--- config.mk ---
export PLATFORM = sky130hd
export DESIGN_NAME = spi_regfile
export DESIGN_NICKNAME = d
export VERILOG_FILES = /design/src/rtl/spi_regfile_pkg.sv /design/src/rtl/spi_regfile_sync_edge.sv /design/src/rtl/spi_regfile.sv
export SDC_FILE = /design/constraint.sdc
export NUM_CORES = 1
export LEC_CHECK = 0
export ABC_AREA = 1
export CORE_MARGIN = 5
export CORE_UTILIZATION = 49
export DETAILED_ROUTE_END_ITERATION = 10
export GPL_TIMING_DRIVEN = 0
export HOLD_SLACK_MARGIN = 0.06
export PLACE_DENSITY = 0.8
export SETUP_SLACK_MARGIN = 0.02
export SYNTH_ARGS = -nofsm -noshare
export SYNTH_HDL_FRONTEND = slang
export SYNTH_HIERARCHICAL = 1
export SYNTH_SLANG_ARGS = --single-unit
--- constraint.sdc ---
create_clock -name clk -period 9.4 [get_ports clk]
set_input_delay 0.94 -clock clk [delete_from_list [all_inputs] [get_ports clk]]
set_output_delay 0.94 -clock clk [all_outputs]
set_load 0.01 [all_outputs]
--- src/rtl/spi_regfile_pkg.sv ---
// Shared types and helpers for the SPI register-file slave.
package spi_regfile_pkg;

    // Frame sequencing states
    typedef enum logic [1:0] {
        IDLE    = 2'd0,
        CMD     = 2'd1,
        DATA    = 2'd2,
        WAIT_CS = 2'd3
    } state_e;

    // Value of the leading R/W bit that marks a write frame
    localparam logic RW_WRITE = 1'b1;

    // Total frame length: R/W bit, address field, data field
    function automatic int frame_w(input int addr_w, input int data_w);
        return 1 + addr_w + data_w;
    endfunction

endpackage

--- src/rtl/spi_regfile_sync_edge.sv ---
// N-flop input synchroniser with edge detection on the synchronised level.
module sync_edge #(
    parameter int   STAGES  = 2,
    parameter logic RST_VAL = 1'b0
) (
    input  logic clk,
    input  logic rst,
    input  logic d_i,
    output logic sync_o,
    output logic rise_o,
    output logic fall_o
);

    logic [STAGES-1:0] chain_q;
    logic              prev_q;

    // Shift the asynchronous input through the chain and keep one older sample
    always_ff @(posedge clk or posedge rst) begin
        if (rst) begin
            chain_q <= {STAGES{RST_VAL}};
            prev_q  <= RST_VAL;
        end else begin
            chain_q <= {chain_q[STAGES-2:0], d_i};
            prev_q  <= chain_q[STAGES-1];
        end
    end

    assign sync_o = chain_q[STAGES-1];
    assign rise_o = chain_q[STAGES-1] & ~prev_q;
    assign fall_o = ~chain_q[STAGES-1] & prev_q;

endmodule

--- src/rtl/spi_regfile.sv ---
// SPI mode-0 slave with read/write access to a bank of configuration registers.
module spi_regfile
    import spi_regfile_pkg::*;
#(
    parameter int               NUM_REGS    = 8,
    parameter int               DATA_W      = 8,
    parameter int               ADDR_W      = 7,
    parameter int               SYNC_STAGES = 2,
    parameter logic [DATA_W-1:0] RESET_VAL  = '0
) (
    input  logic                       clk,
    input  logic                       rst,
    input  logic                       sclk,
    input  logic                       cs_n,
    input  logic                       sdi,
    output logic                       sdo,
    output logic                       sdo_oe,
    output logic [NUM_REGS*DATA_W-1:0] regs_o,
    output logic                       wr_pulse,
    output logic [ADDR_W-1:0]          wr_addr,
    output logic                       frame_err
);

    localparam int FW    = frame_w(ADDR_W, DATA_W);
    localparam int CMD_W = 1 + ADDR_W;
    localparam int CNT_W = $clog2(FW + 1);

    logic sclk_sync_s, sclk_rise_s, sclk_fall_s;
    logic cs_sync_s, cs_rise_s, cs_fall_s;
    logic sdi_sync_s, sdi_rise_s, sdi_fall_s;

    sync_edge #(.STAGES(SYNC_STAGES), .RST_VAL(1'b0)) u_sync_sclk (
        .clk(clk), .rst(rst), .d_i(sclk),
        .sync_o(sclk_sync_s), .rise_o(sclk_rise_s), .fall_o(sclk_fall_s)
    );
    sync_edge #(.STAGES(SYNC_STAGES), .RST_VAL(1'b1)) u_sync_cs (
        .clk(clk), .rst(rst), .d_i(cs_n),
        .sync_o(cs_sync_s), .rise_o(cs_rise_s), .fall_o(cs_fall_s)
    );
    sync_edge #(.STAGES(SYNC_STAGES), .RST_VAL(1'b0)) u_sync_sdi (
        .clk(clk), .rst(rst), .d_i(sdi),
        .sync_o(sdi_sync_s), .rise_o(sdi_rise_s), .fall_o(sdi_fall_s)
    );

    state_e              state_q, state_d;
    logic [CNT_W-1:0]    cnt_q, cnt_d;
    logic [CMD_W-1:0]    cmd_sr_q, cmd_sr_d;
    logic [DATA_W-1:0]   wr_sr_q, wr_sr_d;
    logic [DATA_W-1:0]   rd_sr_q, rd_sr_d;
    logic [DATA_W-1:0]   rd_word_s;
    logic                ovr_q, ovr_d;
    logic                sdo_q, sdo_d;
    logic                sdo_oe_q, sdo_oe_d;
    logic                eval_q, eval_d;
    logic                ok_q, ok_d;

    logic [DATA_W-1:0]   regs_q [NUM_REGS];
    logic [DATA_W-1:0]   regs_d [NUM_REGS];
    logic                wr_pulse_q, wr_pulse_d;
    logic                frame_err_q, frame_err_d;
    logic [ADDR_W-1:0]   wr_addr_q, wr_addr_d;
    logic [ADDR_W-1:0]   addr_s;
    logic                in_range_s;

    // Frame sequencing: next state, shift registers, counter and sdo drive
    always_comb begin
        state_d   = state_q;
        cnt_d     = cnt_q;
        cmd_sr_d  = cmd_sr_q;
        wr_sr_d   = wr_sr_q;
        rd_sr_d   = rd_sr_q;
        ovr_d     = ovr_q;
        sdo_d     = sdo_q;
        sdo_oe_d  = sdo_oe_q;
        eval_d    = 1'b0;
        ok_d      = 1'b0;
        rd_word_s = '0;
        if (state_q != IDLE && cs_rise_s) begin
            // cs_n rise ends the frame and wins over any coincident sclk edge
            state_d  = IDLE;
            sdo_d    = 1'b0;
            sdo_oe_d = 1'b0;
            eval_d   = 1'b1;
            ok_d     = (state_q == WAIT_CS) && !ovr_q;
        end else begin
            case (state_q)
                IDLE: begin
                    if (cs_fall_s) begin
                        state_d = CMD;
                        cnt_d   = '0;
                        ovr_d   = 1'b0;
                    end else begin
                        state_d = IDLE;
                    end
                end
                CMD: begin
                    if (sclk_rise_s) begin
                        cmd_sr_d = {cmd_sr_q[CMD_W-2:0], sdi_sync_s};
                        cnt_d    = cnt_q + CNT_W'(1);
                        if (cnt_d == CNT_W'(CMD_W)) begin
                            state_d = DATA;
                            if (cmd_sr_d[CMD_W-1] != RW_WRITE) begin
                                for (int i = 0; i < NUM_REGS; i++) begin
                                    if (32'(cmd_sr_d[ADDR_W-1:0]) == 32'(i)) begin
                                        rd_word_s = regs_q[i];
                                    end else begin
                                        rd_word_s = rd_word_s;
                                    end
                                end
                                rd_sr_d  = rd_word_s;
                                sdo_d    = rd_word_s[DATA_W-1];
                                sdo_oe_d = 1'b1;
                            end else begin
                                sdo_oe_d = 1'b0;
                            end
                        end else begin
                            state_d = CMD;
                        end
                    end else begin
                        state_d = CMD;
                    end
                end
                DATA: begin
                    if (sclk_rise_s) begin
                        wr_sr_d = {wr_sr_q[DATA_W-2:0], sdi_sync_s};
                        cnt_d   = cnt_q + CNT_W'(1);
                        if (cnt_d == CNT_W'(FW)) begin
                            state_d = WAIT_CS;
                        end else begin
                            state_d = DATA;
                        end
                    end else if (sclk_fall_s && cnt_q != CNT_W'(CMD_W)) begin
                        // The fall right after the last address bit precedes the
                        // host sampling the MSB, so it must not shift
                        rd_sr_d = {rd_sr_q[DATA_W-2:0], 1'b0};
                        sdo_d   = sdo_oe_q & rd_sr_d[DATA_W-1];
                    end else begin
                        state_d = DATA;
                    end
                end
                WAIT_CS: begin
                    if (sclk_rise_s) begin
                        ovr_d = 1'b1;
                    end else begin
                        ovr_d = ovr_q;
                    end
                end
                default: begin
                    state_d = IDLE;
                end
            endcase
        end
    end

    // Frame sequencing state and datapath registers
    always_ff @(posedge clk or posedge rst) begin
        if (rst) begin
            state_q  <= IDLE;
            cnt_q    <= '0;
            cmd_sr_q <= '0;
            wr_sr_q  <= '0;
            rd_sr_q  <= '0;
            ovr_q    <= 1'b0;
            sdo_q    <= 1'b0;
            sdo_oe_q <= 1'b0;
            eval_q   <= 1'b0;
            ok_q     <= 1'b0;
        end else begin
            state_q  <= state_d;
            cnt_q    <= cnt_d;
            cmd_sr_q <= cmd_sr_d;
            wr_sr_q  <= wr_sr_d;
            rd_sr_q  <= rd_sr_d;
            ovr_q    <= ovr_d;
            sdo_q    <= sdo_d;
            sdo_oe_q <= sdo_oe_d;
            eval_q   <= eval_d;
            ok_q     <= ok_d;
        end
    end

    assign addr_s     = cmd_sr_q[ADDR_W-1:0];
    assign in_range_s = 32'(addr_s) < 32'(NUM_REGS);

    // Commit a completed write or flag a discarded frame one cycle after cs_n rise
    always_comb begin
        regs_d      = regs_q;
        wr_pulse_d  = 1'b0;
        frame_err_d = 1'b0;
        wr_addr_d   = wr_addr_q;
        if (eval_q) begin
            if (ok_q && in_range_s) begin
                if (cmd_sr_q[CMD_W-1] == RW_WRITE) begin
                    for (int i = 0; i < NUM_REGS; i++) begin
                        if (32'(addr_s) == 32'(i)) begin
                            regs_d[i] = wr_sr_q;
                        end else begin
                            regs_d[i] = regs_q[i];
                        end
                    end
                    wr_pulse_d = 1'b1;
                    wr_addr_d  = addr_s;
                end else begin
                    wr_pulse_d = 1'b0;
                end
            end else begin
                frame_err_d = 1'b1;
            end
        end else begin
            frame_err_d = 1'b0;
        end
    end

    // Register bank and write/error reporting outputs
    always_ff @(posedge clk or posedge rst) begin
        if (rst) begin
            for (int i = 0; i < NUM_REGS; i++) begin
                regs_q[i] <= RESET_VAL;
            end
            wr_pulse_q  <= 1'b0;
            frame_err_q <= 1'b0;
            wr_addr_q   <= '0;
        end else begin
            regs_q      <= regs_d;
            wr_pulse_q  <= wr_pulse_d;
            frame_err_q <= frame_err_d;
            wr_addr_q   <= wr_addr_d;
        end
    end

    for (genvar g = 0; g < NUM_REGS; g++) begin : g_flat
        assign regs_o[g*DATA_W +: DATA_W] = regs_q[g];
    end

    assign sdo       = sdo_q;
    assign sdo_oe    = sdo_oe_q;
    assign wr_pulse  = wr_pulse_q;
    assign wr_addr   = wr_addr_q;
    assign frame_err = frame_err_q;

endmodule

==> impl_results.md <==
* # hold bufs at CTS at 0
* Outcome: complete, no violations
* GRT Resource Usage Total at 0.238
* CTS resizes at 0
* Layout Nets at roughly 740
* Register-to-Register Path Depth at 10
* Post-layout util at 0.644
* Internal power at ~1.1 mW
* Post-route ant nets at 0
* Endpoints failing hold at 0
* Max cap viols at 0
* Detailed-route wire length at between 10000 and 15000 um
* Yosys warns at 6
* Worst hold endpoint: u_sync_sdi/chain_q[1]
* Crit path cell chain: clkdlybuf4s50_1
* Die span in y at ~110 um
* CTS Buffer Depth at 2
* First-pass GRT wire length at 24200 um
* Die width at approximately 110 um
* Largest net degree at the start of global routing at between 70 and 80
* Post-placement cell area at 6300 sq um
* DRT Pass-1 Iters at 5
* Sw power at 0.477 mW
* Hold Worst Slack at roughly 0.34 ns
* Rel. slew slack at 0.628
* Crit path buffers/inverters at 1
* Commonest non-fill, non-tap cells in the layout: nand2_1, dfrtp_1, clkdlybuf4s50_1
* Slew Limit Fails at 0
* Site Rows at 38
* Syn nets at 645
* Register Area at a little under 3000 sq um
* Root Driver: clkbuf_8
* DRC at 0
* Power per Cell Area at ~220 nW/um^2
* Hpwl dp at 10500 um
* Slew @ Worst Pin at ~0.56 ns
* Vias in the first global route at around 4700
* Hold path startpoint: u_sync_sdi/chain_q[0]
* CTS tree: yes
* Initial antenna violation count at 0
* Drt initial violations at 363
* RSZ-0062 raised after global routing: no
* Worst min path class: register to register
* Final Skew at 0.00985 ns
* Setup slack, reg-to-reg at ~7.4 ns
* Setup_tns at 0 ns
* Cell Area, Synth at 5310 sq um
* Final setup viols at 0
* Switching fraction of total power at 0.310
* Routability congestion estimate at between 0.9 and 1
* Logic pwr share at 0.200
* Core Region at between 10000 and 15000 sq um
* H-tree Lvls at 4
* Peak supply drop at 121 uV
* Die area at 13000 sq um
* Mean Syn Cell Area at around 8.4 sq um
* Via density at ~5.4
* Register share of total power at 0.363
* Remaining Overflow, GRT at 0
* Ports at 80
* TritonCTS buffer count at 17
* Critical-path top delay cell: clkdlybuf4s50_1
* Power consumption at roughly 1.5 mW
* Peak Freq at ~400 MHz
* Starting Density at 0.494
* Final Critical Period at 2.46 ns
* PortBufs at approximately 80
* Non-filler cells, final at approximately 890
* CP Capture Type: primary output
* DR WL/cell at between 15 and 20 um
* Worst skew pair latency at 0.53 ns
* CP arrival at roughly 1.5 ns
* Kind of cell adding the most delay to the critical path: buffers and inverters
* Leakage at between 3 and 4 nW
* Setup slack after layout at between 6 and 7 ns
* Post-Place Setup Slack at approximately 7.2 ns
* Design Area, Final at approximately 7000 sq um
* RR Startpoint: cnt_q[0]
* Clk network pwr share at 0.437
* Mapped Cells at 633
* Worst hold stages at 0
* Share of post-route cells with drive strength above 1 at 0.0993
* Critical path peak fanout at 3
* Via count at 4745
* Clock Pin Slew Worst Setup and Hold Paths at about 0.050 ns
* Commonest non-fill, non-tap cell in the layout: nand2_1
* Diodes inserted at 0
* R2R Path End: sdo
* Synthesis-to-layout area growth at 30.4%
* Crit path largest cell delay at around 0.57 ns
* Critical Path RT at ~8.5 ns
* Inst Count DP at about 850
* CP Launch Type: register
* Setup bufs post-CTS at 0
* CP Class: register to primary output
* Part of the cycle the worst path needs at 0.261
* Fillers at 888
* CTS Sinks at ~120
* Area occupied by multi-input gates at 2060 sq um
worst max path at each step:
stage | startpoint | to | cells after the start
5_1_grt | regs_o[32] | regs_o[32] | 1
4_1_cts | regs_o[32] | regs_o[32] | 1
3_3_place_gp | rst | regs_o[17] | 2
3_5_place_dp | rst | regs_o[25] | 3
2_1_floorplan | rst | cmd_sr_q[0] | 1
6_report | regs_o[32] | regs_o[32] | 1
layout make-up:
cell class,count,share of cell area
Inverter,68,0.0373
Tap cell,140,0.0253
Multi-Input combinational cell,432,0.297
Clock buffer,23,0.0675
Clock inverter,9,0.0217
Sequential cell,116,0.420
Timing Repair Buffer,80,0.118
Buffer,17,0.0127
routing by layer:
metal,track usage,wire [um]
met5,0,0
met2,0.393,7060
met3,0.0476,1080
met1,0.312,6010
met4,0.0926,311
registers in the layout, summed over array words and instances (netlist names):
register and count:
rd_sr_q 7, sdo_oe 1, wr_pulse 1, u_sync_cs/chain_q 2, regs_o 64, wr_sr_q 8, sdo 1, cmd_sr_q 8
ok_q 1, eval_q 1, u_sync_sdi/chain_q 2, u_sync_sclk/prev_q 1, wr_addr 7, cnt_q 5, u_sync_cs/prev_q 1, state_q 2
u_sync_sclk/chain_q 2, ovr_q 1, frame_err 1
power by group through the flow:
stage	registers (mW)	logic, mW	clock network [mW]
floorplan	0.560	0.229	0
global placement	0.565	0.291	0
detailed placement	0.567	0.303	0
CTS	0.558	0.307	0.675
global route	0.564	0.345	0.697
finish	0.558	0.307	0.672
worst reg2reg max path: stages (launching register included):
cell,delay (ns)
dfrtp_1,0.43
ha_1,0.26
nand3_1,0.10
xor2_1,0.28
nand3b_1,0.15
nand2_1,0.14
nand4_2,0.15
buf_2,0.23
nor2_1,0.09
nand2_1,0.06
nand2_1,0.06
Power figures use the tool's default switching activity.
